--- config.mk ---
export PLATFORM = sky130hd
export DESIGN_NAME = pipes_scroller
export DESIGN_NICKNAME = d
export VERILOG_FILES = /design/src/rtl/pipes_scroller_pkg.sv /design/src/rtl/pipes_scroller_lfsr16.sv /design/src/rtl/pipes_scroller.sv
export SDC_FILE = /design/constraint.sdc
export NUM_CORES = 1
export LEC_CHECK = 0
export ABC_AREA = 1
export CORE_ASPECT_RATIO = 1.5
export CORE_MARGIN = 2
export CORE_UTILIZATION = 51
export DETAILED_ROUTE_END_ITERATION = 10
export PLACE_DENSITY = 0.85
export SLEW_MARGIN = 10
export SYNTH_ARGS = -nofsm -noshare
export SYNTH_HDL_FRONTEND = slang
export SYNTH_SLANG_ARGS = --single-unit
--- constraint.sdc ---
create_clock -name clk -period 4.8 [get_ports clk]
set_input_delay 0.96 -clock clk [delete_from_list [all_inputs] [get_ports clk]]
set_output_delay 0.96 -clock clk [all_outputs]
set_load 0.005 [all_outputs]
--- src/rtl/pipes_scroller_pkg.sv ---
// Shared pipe_t header for the pipes game: the list item layout, game constants and FSM encoding.
package pipes_scroller_pkg;

    localparam logic [15:0] LFSR_SEED = 16'hACE1;

    typedef struct packed {
        logic signed [10:0] x;
        logic [8:0]         gap_y;
    } pipe_t;

    typedef enum logic [2:0] {
        S_IDLE,
        S_START,
        S_FIRST,
        S_ITER,
        S_SPAWN
    } state_t;

    // Widen an 11-bit screen x into the 12-bit working domain.
    function automatic logic signed [11:0] sext_x(input logic signed [10:0] x);
        return {x[10], x};
    endfunction

endpackage

--- src/rtl/pipes_scroller_lfsr16.sv ---
// 16-bit Fibonacci LFSR (taps 15,13,12,10, shift left) used to randomise pipe gap heights.
module lfsr16
    import pipes_scroller_pkg::*;
(
    input  logic        clk,
    input  logic        rst,
    input  logic        ce,
    input  logic        step,
    output logic [15:0] value
);

    logic [15:0] value_q;
    logic [15:0] value_d;

    always_comb begin
        value_d = value_q;
        if (step) begin
            value_d = {value_q[14:0], value_q[15] ^ value_q[13] ^ value_q[12] ^ value_q[10]};
        end
    end

    always_ff @(posedge clk) begin
        if (rst) begin
            value_q <= LFSR_SEED;
        end else if (ce) begin
            value_q <= value_d;
        end
    end

    assign value = value_q;

endmodule

--- src/rtl/pipes_scroller.sv ---
// Per-frame pipe scroller: walks the pipe list, moves every pipe left, drops off-screen pipes, spawns new ones.
// Define PIPES_SCROLLER_SCORE_EN to compile in the score_pulse logic; otherwise score_pulse is tied low.
module pipes_scroller
    import pipes_scroller_pkg::*;
#(
    parameter int SCREEN_WIDTH = 640,
    parameter int PIPE_WIDTH   = 64,
    parameter int SPEED        = 2,
    parameter int SPAWN_DIST   = 200,
    parameter int GAP_MIN      = 96,
    parameter int BIRD_X       = 160
) (
    input  logic  clk,
    input  logic  rst,
    input  logic  ce,
    input  logic  frame_tick,
    output logic  iter_start,
    input  logic  iter_done,
    input  pipe_t iter_out,
    output pipe_t iter_in,
    output logic  iter_remove,
    output logic  insert_en,
    output pipe_t insert_data,
    output logic  busy,
    output logic  overrun,
    output logic  score_pulse
);

    localparam logic signed [11:0] SPEED_S      = 12'(SPEED);
    localparam logic signed [11:0] PIPE_W_S     = 12'(PIPE_WIDTH);
    localparam logic signed [11:0] SPAWN_DIST_S = 12'(SPAWN_DIST);
    localparam logic [10:0]        SPAWN_X      = 11'(SCREEN_WIDTH);
    localparam logic [8:0]         GAP_MIN_9    = 9'(GAP_MIN);

    state_t             state_q, state_d;
    logic signed [11:0] spawn_cnt_q, spawn_cnt_d, spawn_next;
    logic               overrun_q, overrun_d;
    logic               iter_start_q, iter_start_d;
    logic               insert_en_q, insert_en_d;
    logic               busy_q, busy_d;
    pipe_t              insert_data_q, insert_data_d;
    logic               lfsr_step;
    logic [15:0]        lfsr_value;
    logic               unused_lfsr_hi;

    logic               in_pass;
    logic signed [11:0] x_old, x_new;

    lfsr16 u_lfsr (
        .clk   (clk),
        .rst   (rst),
        .ce    (ce),
        .step  (lfsr_step),
        .value (lfsr_value)
    );

    assign unused_lfsr_hi = ^lfsr_value[15:8];

    // Item update is combinational: the list samples iter_in/iter_remove in the cycle it presents iter_out.
    assign in_pass = ce && (state_q == S_FIRST || state_q == S_ITER) && !iter_done;
    assign x_old   = sext_x(iter_out.x);
    assign x_new   = x_old - SPEED_S;

    always_comb begin
        iter_in   = iter_out;
        iter_in.x = x_new[10:0];
    end

    assign iter_remove = in_pass && (x_new <= -PIPE_W_S);

`ifdef PIPES_SCROLLER_SCORE_EN
    localparam logic signed [11:0] BIRD_X_S = 12'(BIRD_X);
    logic signed [11:0] edge_old, edge_new;

    assign edge_old    = x_old + PIPE_W_S;
    assign edge_new    = x_new + PIPE_W_S;
    assign score_pulse = in_pass && (edge_old > BIRD_X_S) && (edge_new <= BIRD_X_S);
`else
    localparam int UNUSED_BIRD_X = BIRD_X;
    assign score_pulse = 1'b0;
`endif

    assign spawn_next = spawn_cnt_q - SPEED_S;

    always_comb begin
        state_d       = state_q;
        spawn_cnt_d   = spawn_cnt_q;
        overrun_d     = overrun_q;
        iter_start_d  = 1'b0;
        insert_en_d   = 1'b0;
        insert_data_d = insert_data_q;
        lfsr_step     = 1'b0;

        if (frame_tick && state_q != S_IDLE) begin
            overrun_d = 1'b1;
        end

        case (state_q)
            S_IDLE: begin
                if (frame_tick) begin
                    lfsr_step    = 1'b1;
                    iter_start_d = 1'b1;
                    state_d      = S_START;
                end
            end
            S_START: state_d = S_FIRST;
            S_FIRST, S_ITER: state_d = iter_done ? S_SPAWN : S_ITER;
            S_SPAWN: begin
                state_d = S_IDLE;
                if (spawn_next <= 12'sd0) begin
                    insert_en_d         = 1'b1;
                    insert_data_d.x     = SPAWN_X;
                    insert_data_d.gap_y = GAP_MIN_9 + {1'b0, lfsr_value[7:0]};
                    spawn_cnt_d         = SPAWN_DIST_S;
                end else begin
                    spawn_cnt_d = spawn_next;
                end
            end
            default: state_d = S_IDLE;
        endcase

        busy_d = (state_d != S_IDLE);
    end

    always_ff @(posedge clk) begin
        if (rst) begin
            state_q       <= S_IDLE;
            spawn_cnt_q   <= '0;
            overrun_q     <= 1'b0;
            iter_start_q  <= 1'b0;
            insert_en_q   <= 1'b0;
            insert_data_q <= '0;
            busy_q        <= 1'b0;
        end else if (ce) begin
            state_q       <= state_d;
            spawn_cnt_q   <= spawn_cnt_d;
            overrun_q     <= overrun_d;
            iter_start_q  <= iter_start_d;
            insert_en_q   <= insert_en_d;
            insert_data_q <= insert_data_d;
            busy_q        <= busy_d;
        end
    end

    assign iter_start  = iter_start_q;
    assign insert_en   = insert_en_q;
    assign insert_data = insert_data_q;
    assign busy        = busy_q;
    assign overrun     = overrun_q;

endmodule
==> results.md <==
* Area contributors post-synth: dfxtp_1, nand2_1, buf_4
* Seq pwr share at 50.4%
* Root Driver: clkbuf_8
* Initial antenna violation count at 0
* Seq/Total Area, Yosys at 35.8%
* Top cell type by total area after synthesis: dfxtp_1
* Slew @ Worst Pin at 0.861 ns
* Mapped cell area at 2460 um^2
* Area of the multi-input gates at 1240 um^2
* Number of global-route vias before repair at 2055
* Hold Path Class: flop to flop
* Final Power at 771 uW
* Clk pwr share at 35.6%
* CTS Hold Bufs at 0
* Most common flop cell mapped by yosys: dfxtp_1
* Drt first pass iters at 4
* Pwr dens at 267 nW/um^2
* Register bit count reported by yosys at 44
* Vias at 2139
* Clock-pin slew on the worst setup and hold paths at 0.08 ns
* GRT Util Overall at 19.7%
* Ant diodes at 0
* Worst skew pair latency at 0.29 ns
* WL met3 at 282 um
* EDFF count, synth at 0
* Fmax at 250 MHz
* Max-slew violation count at 0
* Distinct cells, synth at 35
* Fraction of layout cells with a size suffix above 1 at 10.5%
* Num CTS Buffers at 5
* DR top layer: met4
* Slew headroom at 42.4%
* DR WL/cell at 11.3 um
* Clock Sinks at 44
* CTS tree: built
* Internal Pwr Total at 585 uW
* Startpoint Class: input port
* Post-cts sizing count at 0
* Setup bufs post-CTS at 0
* Clk_skew at 0.00400 ns
* H-tree depth at 2
* Top cells by count, synth: nand2_1, dfxtp_1, inv_1, nor2_1, a21oi_1
* Element type at the critical path end: primary output
* NetSw at 186 uW
* Largest net degree at the start of global routing at 26
* Static leakage at 0.00125 uW
* Combinational power share at 14.1%
* Worst EP arrival at 3.04 ns
* Req. time, crit path at 3.84 ns
* Ys async rst share at 0%
* Die height at 89.0 um
* Status: finished clean
* GPL Wtd Cong at 0.903
* Post-Syn Area per Cell at 7.34 um^2
* Die X at 60.7 um
* Post-synth top area share at 35.8%
* Setup TNS Final at 0 ns
* MaxCap Viol Count at 0
* Core ar. at 4580 um^2
* Final period util at 83.4%
* RSZ-0062 raised after global routing: no
* Initial DRC Count at 91
* Crit Path Max Fanout at 5
* Layout overhead on the synthesized area at 17.6%
* Total grt overflow at 0
* Post-detail-place hpwl at 3600 um
* CTS Buffer Depth at 2
* Warnings, synthesis at 0
* Switching share of power at 24.2%
* Row count at 30
* Register area at 881 um^2
* Initial Util at 53.7%
* DRT Wirelength at 4810 um
* Synthesized instance count at 335
* Die Area at 5400 um^2
* Core Util, Final at 63.1%
* Crit path kind: input port to primary output
* Final hold slack at 0.459 ns
* Final Critical Period at 4.00 ns
* Met2 wire len at 2570 um
* Final setup fails at 0
* Via/cell ratio at 5.01
* DRC Markers at 0
* Fillers at 422
* Final Net Count at 390
* Wl on met1 at 1870 um
* Top-count cell post-synth: nand2_1
* Worst vdd ir at 0.178 mV
* Buffers on Ports at 42
* # IOs at 71
* Antenna viol nets, final at 0
* First-pass GRT wire length at 8210 um
* Final hold viol count at 0
## stage by stage
stage	cell area [um^2]	worst slack, ns	cells
4_1_cts	2890	0.781	427
3_5_place_dp	2780	0.804	419
6_report	2890	0.795	427
5_1_grt	2890	0.692	427
2_1_floorplan	2490	1.81	344
3_3_place_gp	2780	0.862	419
## kinds of logic after synthesis
family                   after synthesis  share of synthesized area (%)
adder cells (fa/ha/maj)                3                           1.53
flip-flops                            44                           35.8
multiplexers                           1                          0.458
XOR/XNOR                              13                           4.94
other                                  1                          0.153
buffers and inverters                 74                           15.3
AO/OA/AOI/OAI                         62                           14.8
AND/OR/NAND/NOR                      137                           27.0
## power by group through the flow
stage               Sequential (uW)  Combinational, uW  Clock, uW
floorplan                       395               79.3          0
global placement                397                106          0
detailed placement              397                109          0
CTS                             388                109        283
global route                    391                122        298
finish                          389                108        274
## path summary, 6_finish.rpt
check,from,end,slack [ns],depth (start not counted)
worst max-delay path,iter_out[10],iter_remove,0.80,10
worst min-delay path,u_lfsr.value[9],u_lfsr.value[9],0.46,2
worst min register to register,u_lfsr.value[9],u_lfsr.value[9],0.46,2
worst max register to register,state_q[1],u_lfsr.value[12],2.56,8
## worst max-delay path: stages
cell and delay [ns]:
clkdlybuf4s50_1 0.47, inv_1 0.09, ha_1 0.25, xor2_1 0.18, nor3_1 0.16, nand3b_1 0.11, nand4_1 0.11, nor2_1 0.05
nor3_1 0.14, clkdlybuf4s50_1 0.53
## final cells by class
type	instances	area share, %
clock buffer	6	2.51
clock inverter	2	1.21
inverter	42	5.45
multi-input combinational	226	42.8
sequential	44	30.5
tap	64	2.77
timing repair buffer	43	14.8
## cell usage in the layout, fill, tap and decap left out
cell type,netlist,final
a21oi_1,26,26
a21oi_2,8,8
a22oi_1,1,1
a31oi_1,2,2
buf_4,21,1
bufinv_16,0,1
clkbuf_1,7,1
clkbuf_8,0,5
clkdlybuf4s50_1,0,42
clkinv_2,0,1
conb_1,1,10
dfxtp_1,44,44
ha_1,3,3
inv_1,42,42
mux2_2,1,1
nand2_1,56,56
nand2_2,6,6
nand2_4,1,1
nand2_8,1,1
nand3_1,14,14
nand3_2,2,2
nand3_4,1,1
nand3b_1,4,4
nand4_1,7,7
nor2_1,33,33
nor2_2,6,6
nor2_4,2,2
nor3_1,4,4
o211a_1,1,1
o211ai_1,4,4
o21ai_0,16,16
o21ai_1,3,3
o21ai_2,1,1
xnor2_1,7,7
xor2_1,5,5
xor2_2,1,1
## layer usage
metal  vias up  global-route usage [%]
li1       1096                       -
met1       977                    19.6
met2        58                    36.1
met3         8                    6.22
met4         0                    8.70
met5         -                       0
## flip-flops by register name, indices dropped and copies added (netlist names)
| signal | count |
|---|---|
| u_lfsr.value | 16 |
| spawn_cnt_q | 11 |
| insert_data | 10 |
| state_q | 3 |
| busy | 1 |
| insert_en | 1 |
| iter_start | 1 |
| overrun | 1 |
No activity file was read; power rests on OpenSTA's default activity.
